===== src/rtl/bus_capture_if.sv =====
// Bus-side bundle for bus_capture: keyed capture bus inputs plus the FIFO drain handshake.
// The master drives the bus and consumes the FIFO. The slave is the bus_capture endpoint.
interface bus_capture_if #(
    parameter int DATA_BUS_SIZE = 16,
    parameter int KEY_SIZE      = 8,
    parameter int DEPTH         = 4
);
    localparam int CNT_W = $clog2(DEPTH) + 1;

    logic [DATA_BUS_SIZE-1:0] data_in;
    logic [KEY_SIZE-1:0]      key;
    logic                     strobe;
    logic [DATA_BUS_SIZE-1:0] out_data;
    logic                     out_valid;
    logic                     out_ready;
    logic [CNT_W-1:0]         count;
    logic                     full;
    logic                     overflow;
    logic                     clr_ovf;

    modport master (
        output data_in, key, strobe, out_ready, clr_ovf,
        input  out_data, out_valid, count, full, overflow
    );

    modport slave (
        input  data_in, key, strobe, out_ready, clr_ovf,
        output out_data, out_valid, count, full, overflow
    );
endinterface


===== src/rtl/bus_capture.sv =====
// Keyed bus capture endpoint: strobed words whose key matches CAPTURE_CODE are queued in a small FIFO.
// Define BUS_CAPTURE_OVERFLOW_EN to enable the sticky overflow flag and its clr_ovf clear.
module bus_capture #(
    parameter int                  DATA_BUS_SIZE = 16,
    parameter int                  KEY_SIZE      = 8,
    parameter logic [KEY_SIZE-1:0] CAPTURE_CODE  = '0,
    parameter int                  DEPTH         = 4
) (
    input logic          clk,
    input logic          rst_n,
    bus_capture_if.slave bus
);
    localparam int               PTR_W   = $clog2(DEPTH);
    localparam int               CNT_W   = PTR_W + 1;
    localparam logic [CNT_W-1:0] DEPTH_C = CNT_W'(DEPTH);

    logic [DATA_BUS_SIZE-1:0] mem_q [DEPTH];
    logic [DATA_BUS_SIZE-1:0] mem_d [DEPTH];
    logic [PTR_W-1:0]         wr_ptr_q, wr_ptr_d;
    logic [PTR_W-1:0]         rd_ptr_q, rd_ptr_d;
    logic [CNT_W-1:0]         count_q, count_d;
    logic                     hit, full, pop, push;

    always_comb begin
        hit  = bus.strobe && (bus.key == CAPTURE_CODE);
        full = (count_q == DEPTH_C);
        pop  = (count_q != '0) && bus.out_ready;
        push = hit && (!full || pop);
    end

    always_comb begin
        mem_d = mem_q;
        if (push) mem_d[wr_ptr_q] = bus.data_in;
    end

    always_comb begin
        wr_ptr_d = push ? wr_ptr_q + PTR_W'(1) : wr_ptr_q;
        rd_ptr_d = pop  ? rd_ptr_q + PTR_W'(1) : rd_ptr_q;
        count_d  = count_q;
        case ({push, pop})
            2'b10:   count_d = count_q + CNT_W'(1);
            2'b01:   count_d = count_q - CNT_W'(1);
            default: count_d = count_q;
        endcase
    end

    // Storage carries no reset; out_valid gates whatever it holds.
    always_ff @(posedge clk) begin
        mem_q <= mem_d;
    end

    always_ff @(posedge clk or negedge rst_n) begin
        if (!rst_n) begin
            wr_ptr_q <= '0;
            rd_ptr_q <= '0;
            count_q  <= '0;
        end else begin
            wr_ptr_q <= wr_ptr_d;
            rd_ptr_q <= rd_ptr_d;
            count_q  <= count_d;
        end
    end

`ifdef BUS_CAPTURE_OVERFLOW_EN
    logic drop;
    logic ovf_q, ovf_d;

    // A drop in the same cycle as clr_ovf keeps the flag set.
    always_comb begin
        drop  = hit && full && !pop;
        ovf_d = ovf_q;
        if (bus.clr_ovf) ovf_d = 1'b0;
        if (drop)        ovf_d = 1'b1;
    end

    always_ff @(posedge clk or negedge rst_n) begin
        if (!rst_n) ovf_q <= 1'b0;
        else        ovf_q <= ovf_d;
    end

    assign bus.overflow = ovf_q;
`else
    assign bus.overflow = 1'b0;
`endif

    assign bus.out_data  = mem_q[rd_ptr_q];
    assign bus.out_valid = (count_q != '0);
    assign bus.count     = count_q;
    assign bus.full      = full;
endmodule


===== src/flat_wrapper.sv =====
// flat-port wrapper written by rule: the top's interface ports become plain ports
module bus_capture_flat 
#(
    parameter int                  DATA_BUS_SIZE = 16,
    parameter int                  KEY_SIZE      = 8,
    parameter logic [KEY_SIZE-1:0] CAPTURE_CODE  = '0,
    parameter int                  DEPTH         = 4
)
  (clk, rst_n, bus_data_in, bus_key, bus_strobe, bus_out_ready, bus_clr_ovf, bus_out_data, bus_out_valid, bus_count, bus_full, bus_overflow);
  bus_capture_if #(.DATA_BUS_SIZE(DATA_BUS_SIZE), .KEY_SIZE(KEY_SIZE), .DEPTH(DEPTH)) bus_i ();
  input logic clk;
  input logic rst_n;
  input wire logic [$bits(bus_i.data_in)-1:0] bus_data_in;
  input wire logic [$bits(bus_i.key)-1:0] bus_key;
  input wire logic [$bits(bus_i.strobe)-1:0] bus_strobe;
  input wire logic [$bits(bus_i.out_ready)-1:0] bus_out_ready;
  input wire logic [$bits(bus_i.clr_ovf)-1:0] bus_clr_ovf;
  output wire logic [$bits(bus_i.out_data)-1:0] bus_out_data;
  output wire logic [$bits(bus_i.out_valid)-1:0] bus_out_valid;
  output wire logic [$bits(bus_i.count)-1:0] bus_count;
  output wire logic [$bits(bus_i.full)-1:0] bus_full;
  output wire logic [$bits(bus_i.overflow)-1:0] bus_overflow;
  assign bus_i.data_in = bus_data_in;
  assign bus_i.key = bus_key;
  assign bus_i.strobe = bus_strobe;
  assign bus_i.out_ready = bus_out_ready;
  assign bus_i.clr_ovf = bus_clr_ovf;
  assign bus_out_data = bus_i.out_data;
  assign bus_out_valid = bus_i.out_valid;
  assign bus_count = bus_i.count;
  assign bus_full = bus_i.full;
  assign bus_overflow = bus_i.overflow;
  bus_capture #(.DATA_BUS_SIZE(DATA_BUS_SIZE), .KEY_SIZE(KEY_SIZE), .CAPTURE_CODE(CAPTURE_CODE), .DEPTH(DEPTH)) u_core (.clk(clk), .rst_n(rst_n), .bus(bus_i));
endmodule

===== config.mk =====
export PLATFORM = sky130hd
export DESIGN_NAME = bus_capture_flat
export DESIGN_NICKNAME = d
export VERILOG_FILES = /design/src/rtl/bus_capture_if.sv /design/src/rtl/bus_capture.sv /design/src/flat_wrapper.sv
export SDC_FILE = /design/constraint.sdc
export NUM_CORES = 1
export LEC_CHECK = 0
export ABC_AREA = 1
export CAP_MARGIN = 20
export CORE_AREA = 3 3 72 101
export CTS_CLUSTER_SIZE = 40
export DETAILED_ROUTE_END_ITERATION = 6
export DIE_AREA = 0 0 75 104
export PLACE_DENSITY = 0.8
export SETUP_SLACK_MARGIN = 0.2
export SYNTH_ARGS = -nofsm -noshare
export SYNTH_HDL_FRONTEND = slang
export SYNTH_SLANG_ARGS = --single-unit

===== constraint.sdc =====
create_clock -name clk -period 1.85 [get_ports clk]
set_clock_uncertainty 0.1 [all_clocks]
set_input_delay 0.37 -clock clk [delete_from_list [all_inputs] [get_ports clk]]
set_output_delay 0.37 -clock clk [all_outputs]
set_load 0.03 [all_outputs]

Word-level counts from Yosys, hierarchy flattened. Cells that the tools add are included. W data, S select, Z words.

Add/sub/neg operators: 4. Eq/ne operators: 3. Multiplexer cells: 7. Bitwise logic cells: 2. Reduce and logical (&&, ||, !) cells: 9. $lt $le $gt $ge: 3.

Operators with widths (number): $bwmux W64 (1); $mux W16 (3); $bmux W16 S2 (1); $demux W16 S2 (1); $logic_not A8 Y1 (1); $ge A3 B3 Y1 const B (2); $not A2 Y3 (2); $pmux W3 S2 (1); $add A2 B1 Y2 const B (2); $logic_and A1 B1 Y1 (4); $add A3 B1 Y3 const B (1); $eq A3 B3 Y1 const B (1); $lt A3 B1 Y1 const B (1); $reduce_bool A3 Y1 (1); $sub A3 B1 Y3 const B (1); $eq A2 B1 Y1 const B (1); $eq A2 B2 Y1 const B (1); $reduce_bool A2 Y1 (1); $logic_not A1 Y1 (1); $logic_or A1 B1 Y1 (1).

Input bits: 29. Output and inout port bits: 22. Word-level logic and storage cells: 35. Register bits: 71.

Depth between registers and ports, before layout.
Word-level depth: 6. Depth in mapped cells: 12. Gate-level depth less buffers: 12.

Worst setup path before layout. No wires, ideal clock.

Path kind: flip-flop to flip-flop. Start point: register u_core.count_q[0], in the netlist u_core.bus.count[0]. End point: register u_core.mem_q[0] in the netlist's numbering, enable pin. Clock period less this slack: 2.114 ns. Arrival: 1.625 ns. Required time: 1.361 ns. Slack: -0.264 ns. Cell stages (with the launch flop): 5. Library setup time: 0.389 ns. Buffers on the path: 0. Path through: dfrtp_1 nor2_2 nand3_1 nand2_2 nor2_1.

Word-level cells in the longest chain between the ends: 4. Elaborated cells between the ends (all ways): 6. Classes of those cells: 1 x eq/ne; 5 x reduce/logical.

Ends and longest elaborated chain: start, declared (RTL line bus_capture.sv:21) `logic [CNT_W-1:0] count_q, count_d;`; start signal, assigned (RTL line bus_capture.sv:60) `count_q <= count_d;`; $eq A3 B3 Y1 or $reduce_bool A3 Y1 (tied branches) (RTL line bus_capture.sv:26, bus_capture.sv:27); $logic_not A1 Y1 or $logic_and A1 B1 Y1 (tied branches) (RTL line bus_capture.sv:28, bus_capture.sv:27); $logic_or A1 B1 Y1 (*) (RTL line bus_capture.sv:28) `push = hit && (!full || pop);`; $logic_and A1 B1 Y1 (*) (RTL line bus_capture.sv:28); end signal, assigned (RTL line bus_capture.sv:49) `mem_q <= mem_d;`; end, declared (RTL line bus_capture.sv:17) `logic [DATA_BUS_SIZE-1:0] mem_q [DEPTH];`.

Every way passes the cells marked *; elsewhere a longest branch is shown, timed or not. A chain may end at the register's enable or synchronous reset.

Final worst setup path.
Start point: register u_core.rd_ptr_q[0]. End point: output port bus_out_data[10].

Word-level cells in the longest chain between the ends: 4.

Ends and longest elaborated chain: start, declared (RTL line bus_capture.sv:20) `logic [PTR_W-1:0] rd_ptr_q, rd_ptr_d;`; start signal, assigned (RTL line bus_capture.sv:59) `rd_ptr_q <= rd_ptr_d;`; $not A2 Y3 (implied by the code) (RTL line bus_capture.sv:86) `assign bus.out_data = mem_q[rd_ptr_q];`; $bmux W16 S2 (RTL line bus_capture.sv:86); $mux W16 (implied by the code) (2 in series) (RTL line bus_capture.sv:86); end, declared (RTL line flat_wrapper.sv:18) `output wire logic [$bits(bus_i.out_data)-1:0] bus_out_data;`.

No other way between the ends. The select of a mux whose other input is x is not followed.

==> impl_results.md <==
* Worst Setup End Kind: primary output
* Area of the die at 7800 µm²
* Pin count of the biggest net entering global routing at 23
* Register area at 2100 µm²
* Synthesis Warnings at 0
* Worst-path clk slew at 70 ps
* Distinct cells, synth at 23
* Final worst path period share at 1.04
* Fin Hold WS at 207 ps
* Number of port buffers at 48
* Via count of the routed design at 2030
* Crit path from: u_core.rd_ptr_q[0]
* Total GRT Usage at 0.165
* Power Dens Cells at 1530 nW/µm²
* Post-synth EDFFs at 64
* Worst reg2reg path depth at 12
* Post-route DRC violation count at 0
* Maximum clock path buffer count at 2
* First-pass GRT wire length at 9600 µm
* R2r setup slk at 90 ps
* WL/cell at 16.6 µm
* Total grt overflow at 0
* Nets@finish at 344
* Clk root buf: clkbuf_8
* Placed insts at 363
* Fillers at 456
* First-pass DRT Iterations at 4
* Post-DP HPWL at 4060 µm
* Row Count at 35
* # setup viols final at 16
* Register area share after synthesis at 0.726
* Area added between synthesis and finish at 45.2%
* Initial DRC Count at 143
* Max IR drop VDD at 0.979 mV
* Initial Util at 0.443
* Core Region at 6530 µm²
* Vias in the first global route at 2108
* Worst r2r dst: u_core.bus.count[2]
* Initial antenna violation count at 0
* Mapped Cells at 224
* Final worst path period need at 1930 ps
* Crit path kind: flop to primary output
* Failing checks: negative setup slack
* CTS sink count at 71
* Final std cells w/o fill at 389
* Final Hold Fails at 0
* Placed cell area at 3700 µm²
* Num CTS Buffers at 9
* Max-slew violation count at 0
* CP Launch Type: flop
* Final ANT Viol Nets at 0
* Worst r2r src: u_core.bus.count[1]
* Max-cap violations at 0
* Post-Syn Area at 2890 µm²
* Max FO, Critical Path at 18
* Syn_nets at 258
* Post-Route WL at 6460 µm
* Crit path DAT at 1460 ps
* Ys flop type: edfxtp_1
* Core Util, Final at 0.643
* Critical Path RT at 1380 ps
* Worst skew pair latency at 330 ps
* Status: finished, violations left
* TritonCTS clock tree: yes
* Htree depth at 3
* Final instance area at 4200 µm²
* FF+latch count, synth at 71
* Fmax achieved at 0.518 GHz
* Lkg Pwr at 1.61 nW
* DIE HEIGHT at 104 µm
* Die span in x at 75 µm
* Antenna diode count at 0
* Fraction of layout cells with a size suffix above 1 at 0.403
* I/O pin total at 51
* Multi-input gate area at 883 µm²
* Final setup margin at -80.9 ps
* Gpl congestion at 0.734
* Post-synthesis average cell area at 12.9 µm²
* Async set-reset flop share out of synthesis at 0.0986
* RSZ-0062 raised after global routing: yes
* Worst hold path class: input port to asynchronous set/reset pin
* DR vias/cell at 5.22
-- repair_timing --
| action | CTS | global route |
|---|---|---|
| hold buffers | 0 | 0 |
| pin swaps | 2 | 13 |
| gates cloned | 0 | 2 |
| setup endpoints to repair | 87 | 80 |
| gates resized for setup | 69 | 38 |
| setup buffers | 5 | 3 |
-- power breakdown --
part | switching [mW] | total, mW | internal (mW)
Sequential | 0.103 | 1.92 | 1.82
Clock | 0.547 | 1.30 | 0.754
Combinational | 1.80 | 3.18 | 1.37
-- cells by family after synthesis --
family                   share of synthesized area
XOR/XNOR                                   0.00606
AO/OA/AOI/OAI                               0.0957
other                                      0.00130
adder cells (fa/ha/maj)                     0.0243
buffers and inverters                       0.0372
AND/OR/NAND/NOR                              0.110
flip-flops                                   0.726
-- routing by layer --
metal | global-route usage | up-vias | share of wire
met3 | 0.0232 | 16 | 0.030
met2 | 0.285 | 49 | 0.57
met1 | 0.181 | 995 | 0.37
li1 | - | 970 | -
met5 | 0 | - | 0
met4 | 0.104 | 0 | 0.035
-- cells in the mapped netlist (all sizes together), types with 2 or more instances --
master  count  area share
buf         9       0.016
nor2       46       0.063
xor2        2      0.0061
o22ai      16       0.035
edfxtp     64        0.67
nand2      17       0.028
ha          4       0.017
nand3       6       0.012
dfrtp       7       0.061
o21ai      33       0.061
inv        16       0.021
-- cell usage in the layout (no fill, tap or decap), types with 3 or more instances in the layout --
cell type,instances
nand2_2,4
dlymetal6s2s_1,3
dlygate4sd2_1,5
o22ai_2,16
edfxtp_1,64
nor2_4,5
nand3_2,3
nand3_1,3
ha_1,4
inv_2,3
clkdlybuf4s50_1,19
nor2_1,31
nand2_4,3
inv_1,11
nand2_1,10
buf_6,27
dfrtp_2,4
buf_4,23
dfrtp_1,3
o21ai_1,30
nor2_2,10
clkbuf_8,9
-- stage by stage --
step	worst slack (ps)	power, mW	TNS [ps]
after global placement	-221	4.51	-12710
after CTS	-93.4	6.07	-805
final	-80.9	6.40	-821
after floorplan	29.4	3.63	0
after detailed placement	-258	4.59	-14810
after global routing	-157	6.69	-1930
-- area by class of cell --
| class | count | share of cell area |
|---|---|---|
| Sequential cell | 71 | 0.501 |
| Multi-Input combinational cell | 128 | 0.211 |
| Clock buffer | 10 | 0.0304 |
| Clock inverter | 6 | 0.0203 |
| Inverter | 16 | 0.0155 |
| Tap cell | 74 | 0.0221 |
| Timing Repair Buffer | 84 | 0.200 |
-- registers in the layout, summed over array words and instances (netlist names) --
register,cells
u_core.bus.count,3
u_core.rd_ptr_q,2
u_core.mem_q,64
u_core.wr_ptr_q,2
-- worst max-delay path by stage --
stage / endpoint / slack (ps) / depth (start not counted)
after floorplan: u_core.bus.count[2] / 30 / 11
after global placement: u_core.mem_q[6] / -220 / 7
after detailed placement: u_core.bus.count[2] / -260 / 10
after CTS: bus_out_data[10] / -90 / 5
after global routing: bus_out_data[10] / -160 / 5
final: bus_out_data[10] / -80 / 4
-- critical path, cell delays in order (launching register included) --
cell     delay [ps]
dfrtp_2         440
buf_6           200
o21ai_1         100
o22ai_2         210
buf_6           160
(Power assumes the default switching activity.)
